### src/rtl/decode_issue_fifo.sv
// Registered decode->issue FIFO with single-outstanding control-flow gating.
// The package carries the decoded instruction record shared with decode and issue.
package decode_issue_fifo_pkg;
  typedef struct packed {
    logic [31:0] pc;
    logic [7:0]  op;
    logic [4:0]  rd;
  } scoreboard_entry_t;
endpackage

module decode_issue_fifo
  import decode_issue_fifo_pkg::*;
#(
  parameter int unsigned DEPTH = 4
) (
  input  logic                         clk_i,
  input  logic                         rst_i,
  input  logic                         flush_i,
  input  scoreboard_entry_t            decoded_instr_i,
  input  logic                         decoded_instr_valid_i,
  input  logic                         is_ctrl_flow_i,
  output logic                         decoded_instr_ack_o,
  output scoreboard_entry_t            issue_instr_o,
  output logic                         issue_instr_valid_o,
  output logic                         issue_is_ctrl_flow_o,
  input  logic                         issue_instr_ack_i,
  input  logic                         resolve_branch_i,
  output logic [$clog2(DEPTH+1)-1:0]   count_o,
  output logic                         full_o,
  output logic                         stall_ctrl_flow_o
);

  localparam int unsigned PW = $clog2(DEPTH);
  localparam int unsigned CW = $clog2(DEPTH + 1);

  typedef enum logic {
    BR_IDLE,
    BR_PENDING
  } br_state_t;

  scoreboard_entry_t mem [DEPTH];
  logic [DEPTH-1:0]  ctrl_q;
  logic [PW-1:0]     rd_q;
  logic [PW-1:0]     wr_q;
  logic [CW-1:0]     count_q;
  br_state_t         br_q;
  br_state_t         br_d;

  logic push;
  logic pop;
  logic head_ctrl;

  assign full_o              = (count_q == CW'(DEPTH));
  assign decoded_instr_ack_o = !full_o && !flush_i && !rst_i;
  assign push                = decoded_instr_valid_i && decoded_instr_ack_o;

  assign head_ctrl            = ctrl_q[rd_q];
  assign issue_instr_o        = mem[rd_q];
  assign issue_is_ctrl_flow_o = head_ctrl;
  assign issue_instr_valid_o  = (count_q != '0) && (br_q == BR_IDLE);
  assign pop                  = issue_instr_valid_o && issue_instr_ack_i;
  assign stall_ctrl_flow_o    = (count_q != '0) && (br_q == BR_PENDING);
  assign count_o              = count_q;

  // Payload is never cleared; only the ctrl bits reset so the head ctrl output is 0 out of reset.
  always_ff @(posedge clk_i) begin
    if (push) mem[wr_q] <= decoded_instr_i;
  end

  always_ff @(posedge clk_i) begin
    if (rst_i)     ctrl_q       <= '0;
    else if (push) ctrl_q[wr_q] <= is_ctrl_flow_i;
  end

  always_ff @(posedge clk_i) begin
    if (rst_i || flush_i) begin
      rd_q    <= '0;
      wr_q    <= '0;
      count_q <= '0;
    end else begin
      if (push) wr_q <= wr_q + PW'(1);
      if (pop)  rd_q <= rd_q + PW'(1);
      case ({push, pop})
        2'b10:   count_q <= count_q + CW'(1);
        2'b01:   count_q <= count_q - CW'(1);
        default: count_q <= count_q;
      endcase
    end
  end

  // A ctrl-flow pop takes priority over a same-cycle resolve.
  always_comb begin
    br_d = br_q;
    if (pop && head_ctrl)      br_d = BR_PENDING;
    else if (resolve_branch_i) br_d = BR_IDLE;
  end

  always_ff @(posedge clk_i) begin
    if (rst_i || flush_i) br_q <= BR_IDLE;
    else                  br_q <= br_d;
  end

endmodule

### config.mk
export PLATFORM = sky130hd
export DESIGN_NAME = decode_issue_fifo
export DESIGN_NICKNAME = d
export VERILOG_FILES = /design/src/rtl/decode_issue_fifo.sv
export SDC_FILE = /design/constraint.sdc
export NUM_CORES = 1
export LEC_CHECK = 0
export CORE_MARGIN = 2
export CORE_UTILIZATION = 25
export CTS_BUF_LIST = sky130_fd_sc_hd__clkbuf_4 sky130_fd_sc_hd__clkbuf_8
export DETAILED_ROUTE_END_ITERATION = 12
export PLACE_DENSITY = 0.54
export SYNTH_ARGS = -nofsm -noshare
export SYNTH_HDL_FRONTEND = slang
export SYNTH_SLANG_ARGS = --single-unit
### constraint.sdc
create_clock -name clk_i -period 7.1 [get_ports clk_i]
set_clock_uncertainty 0.15 [all_clocks]
set_input_delay 1.42 -clock clk_i [delete_from_list [all_inputs] [get_ports clk_i]]
set_output_delay 1.42 -clock clk_i [all_outputs]
set_load 0.02 [all_outputs]
## Yosys cells after proc, flatten, opt, wreduce, memory -nomap -nowiden

Memories as Yosys holds them, arrays and structs flattened. A register that Yosys moved wholly into a read port is not among the register bits.
Cells that the tools add are included.
Widths: inputs -> output; s select.

- Flip-flop bits (word level): 12
- RAM bits: 180
- Input port bits: 52
- Memories: 1

- $add $sub $neg: 4
- Order comparisons: 3
- Equal/unequal tests: 3
- Multiplexer cells: 12
- Bitwise operators: 1
- Reduce and logical (&&, ||, !) cells: 15

Memory list:

| name | words | bits a word | rd ports | clocked after Yosys merged registers in | wr ports | line | source |
|---|---|---|---|---|---|---|---|
| mem | 4 | 45 | 1 | 1 | 1 | 41 | `scoreboard_entry_t mem [DEPTH];` |

Operators by type and width:

| kind | count |
|---|---|
| $logic_and 1x1->1 | 8 |
| $lt 2x3->1 const B | 2 |
| $mux 1 | 6 |
| $pmux 3 s2 | 1 |
| $add 2x1->2 const B | 2 |
| $bwmux 4 | 1 |
| $mux 2 | 2 |
| $reduce_bool 2->1 | 2 |
| $add 3x1->3 const B | 1 |
| $eq 3x3->1 const B | 1 |
| $logic_not 1->1 | 3 |
| $reduce_bool 3->1 | 1 |
| $sub 3x1->3 const B | 1 |
| $bmux 1 s2 | 1 |
| $demux 1 s2 | 1 |
| $eq 2x1->1 const B | 1 |
| $eq 2x2->1 const B | 1 |
| $ge 2x1->1 const B | 1 |
| $logic_or 1x1->1 | 1 |
| $not 1->1 | 1 |

## Depth between registers and ports, before layout

- Depth in word-level cells: 7
- Gate-level depth with buffers: 8
- Mapped depth without buffers: 8

## Worst setup path before layout

No wires, ideal clock.

- Path kind: input to register
- From: input flush_i
- To: memory mem[0][0] in the netlist's numbering (enable)
- Data arrival time: 3.709 ns
- Required time: 6.503 ns
- Path slack: 2.794 ns
- Stages: 3
- Buffers on the path: 0
- Cell sequence: nor2_1 -> nand2_1 -> nor2_1

- Word-level cells in the longest chain between the ends: 6

Ends and longest elaborated chain:

| what | line | source |
|---|---|---|
| from (decl) | 18 | `input logic flush_i,` |
| $logic_not 1->1 | 54 | `assign decoded_instr_ack_o = !full_o && !flush_i && !rst_i;` |
| $logic_and 1x1->1 (2 in series) | 54 |  |
| $logic_and 1x1->1 | 55 | `assign push = decoded_instr_valid_i && decoded_instr_ack_o;` |
| $mux 1 | 67 | `if (push) mem[wr_q] <= decoded_instr_i;` |
| $mux 1 (not written as such) | 67 |  |
| to (decl) | 41 |  |

Every way passes these cells.

## Worst setup path in the final report

- From: input rst_i
- To: output decoded_instr_ack_o

- Word-level cells in the longest chain between the ends: 2

Ends and longest elaborated chain:

| what | line | source |
|---|---|---|
| from (decl) | 17 | `input logic rst_i,` |
| $logic_not 1->1 | 54 |  |
| $logic_and 1x1->1 | 54 |  |
| to (decl) | 22 | `output logic decoded_instr_ack_o,` |

Every way passes these cells.

==> metrics <==
Worst setup EP type output pin; WP buf/inv 3; Final ANT Viol Nets 0; Die Area 30190 um^2; Hold Vio Cnt, Final 0; maxcap violations 0; Core Area 28550 um^2; area grow syn2layout 27.25%; pin count of the biggest net entering global routing 46; Die Wd 173.8 um; syn_area_per_cell 22.58 um^2; fillers 2773; area occupied by multi-input gates 1450 um^2; Post-Layout Cell Count 832; Mapped Cells 319; clk_lat worst skew 0.44 ns; drt first-iter violations 183; Tot GR Track Use 0.09850; Least-Margin Pin Slew 1.012 ns; status finished clean; RSZ-0062 raised after global routing no; Startpoint Class input port; Peak Freq 0.2077 GHz; grt ovf 0; first-pass GRT wire length 22310 um; post-DR vias/cell 4.192; top-area cell type share of the netlist area 0.7503; VDD IR max 0.00008945 V; Inserted Diodes 0; Crit path max-delay family buffers and inverters; routability cong. 0.7007; Crit Path Category input port to output pin; period utilisation layout 0.6782; Worst Path Max Fanout 6; Synth area leader edfxtp_1; count of flip-flops with a built-in enable after synthesis 180; placed cells 801; synthesized net count 377; top-level I/O count 105; DRC Markers 0; count leader, synth edfxtp_1; P per Cell Area 232.5 nW/um^2; CP max stage delay 0.61 ns; Avg WL per Cell 17.26 um; minimum clock period 4.816 ns; layout cells sized above 1 0.2031; Post-CTS Setup Bufs 0; via count 3488; TNS Setup 0 ns; Synth area leaders edfxtp_1, mux4_2, dfxtp_1; Mapped Area 7204 um^2; Worst Hold Class flop to flop; top post-synthesis cells by count edfxtp_1, mux4_2, dfxtp_1; post-route cell area 9168 um^2; row cnt 62; Syn. warnings 0; fin. max-slew vios 0; Max-Slew Margin vs Limit 0.3252; Final Util 0.3211; WP data required 5.53 ns; post-synthesis register bit count 194; Distinct cells, synth 30; LEAKAGE 0.002761 uW; clk buf depth 2; H-tree Lvls 4; CP Cell Sequence clkdlybuf4s50_1 > nor2_1 > nand2_1 > inv_1 > clkdlybuf4s50_1; hpwl dp 8141 um; Starting Density 0.2524; cts repair resizes 0; CTS Hold Bufs 0; Top cell by count, worst path clkdlybuf4s50_1; Seq/Total Area, Yosys 0.7892; Root Buffer clkbuf_8; CP Launch Point rst_i; CTS sink count 194; asr flop ratio synth 0; Worst EP arrival 3.25 ns; R2R Setup Slk 4.45 ns; # port buffers 104; Worst-path clk slew 0.10 ns; cell at the slowest stage of the critical path clkdlybuf4s50_1; drt first pass iters 5; drt total wl 14360 um; final-report setup violation count 0; CTS tree built; antenna violations before repair 0; Cell Area, Placed 8740 um^2; Final nets 494; hold_sp ctrl_q[2]$_SDFFE_PP0P_; Register Area 5690 um^2; TritonCTS Buffers 17; die height 173.8 um; r2r startpoint count_o[2]$_SDFFE_PP0P_; Main synth FF type edfxtp_1; vias in the first global route 3945
[per-stage QoR]
step	power (uW)	worst slack (ns)	hold WS, ns
2_1_floorplan	1325	2.794	0.2890
3_3_place_gp	1388	2.311	0.3131
3_5_place_dp	1392	2.309	0.3200
4_1_cts	2164	2.294	0.3355
5_1_grt	2213	2.127	0.3592
6_report	2131	2.284	0.3367
[state kept, by name, summed over array words and instances, names as in the netlist, named ones only]
name and count:
br_q 1, count_o 3, ctrl_q 4, mem 180, rd_q 2, wr_q 2
[path summary, 6_finish.rpt]
kind                                                 to  cells past startpoint
worst max-delay path                decoded_instr_ack_o                      5
worst min-delay path             ctrl_q[2]$_SDFFE_PP0P_                      2
worst max register to register  count_o[2]$_SDFFE_PP0P_                      8
worst min register to register   ctrl_q[2]$_SDFFE_PP0P_                      2
[cell families (layout without fill, tap and decap cells)]
logic type                 count (synthesis)  count (layout)  share of synthesized area
AOI/OAI and AO/OA                         17              17                    0.01407
xor gates and xnor gates                   2               2                   0.002432
adders and majority gates                  6               6                    0.01146
buffers and inverters                     21             150                    0.01372
DFF                                      194             194                     0.7892
muxes                                     48              48                     0.1466
and+or+nand+nor                           31              31                    0.02258
[per-layer routing]
layer,global-route usage,up-vias,routed length [um]
li1,-,1550,-
met1,0.1193,1832,6278
met2,0.1657,92,7155
met3,0.02939,14,682
met4,0.03782,0,245
met5,0,-,0
[worst min-delay path: stages (launching register included)]
cell	delay, ns
dfxtp_1	0.33
o31ai_1	0.06
a21oi_1	0.06
[area by class of cell]
class | instances | area share
Tap cell | 384 | 0.05241
Multi-Input combinational cell | 104 | 0.1582
Sequential cell | 194 | 0.6207
Clock inverter | 12 | 0.01952
Timing Repair Buffer | 109 | 0.1176
Inverter | 10 | 0.004367
Clock buffer | 19 | 0.02716
[layout by cell type (no fill, tap or decap), types with 2 or more instances in the layout]
cell and instances:
clkbuf_4 2, clkbuf_8 17, or4_1 5, xor2_1 2, mux2i_1 2, o31ai_1 5, a21oi_1 9, edfxtp_1 180
ha_1 5, o21ai_0 2, buf_4 5, dfxtp_1 12, inv_1 9, clkdlybuf4s50_1 104, nor2_4 4, mux4_2 46
inv_6 3, clkinvlp_4 2, nor2_1 6, nand2_1 7, bufinv_16 4
[power breakdown]
part           internal [uW]  switching (uW)
clock                    392             375
sequential              1260            4.86
combinational           52.3            47.6
Note: power is estimated with default switching activity, not from simulation.
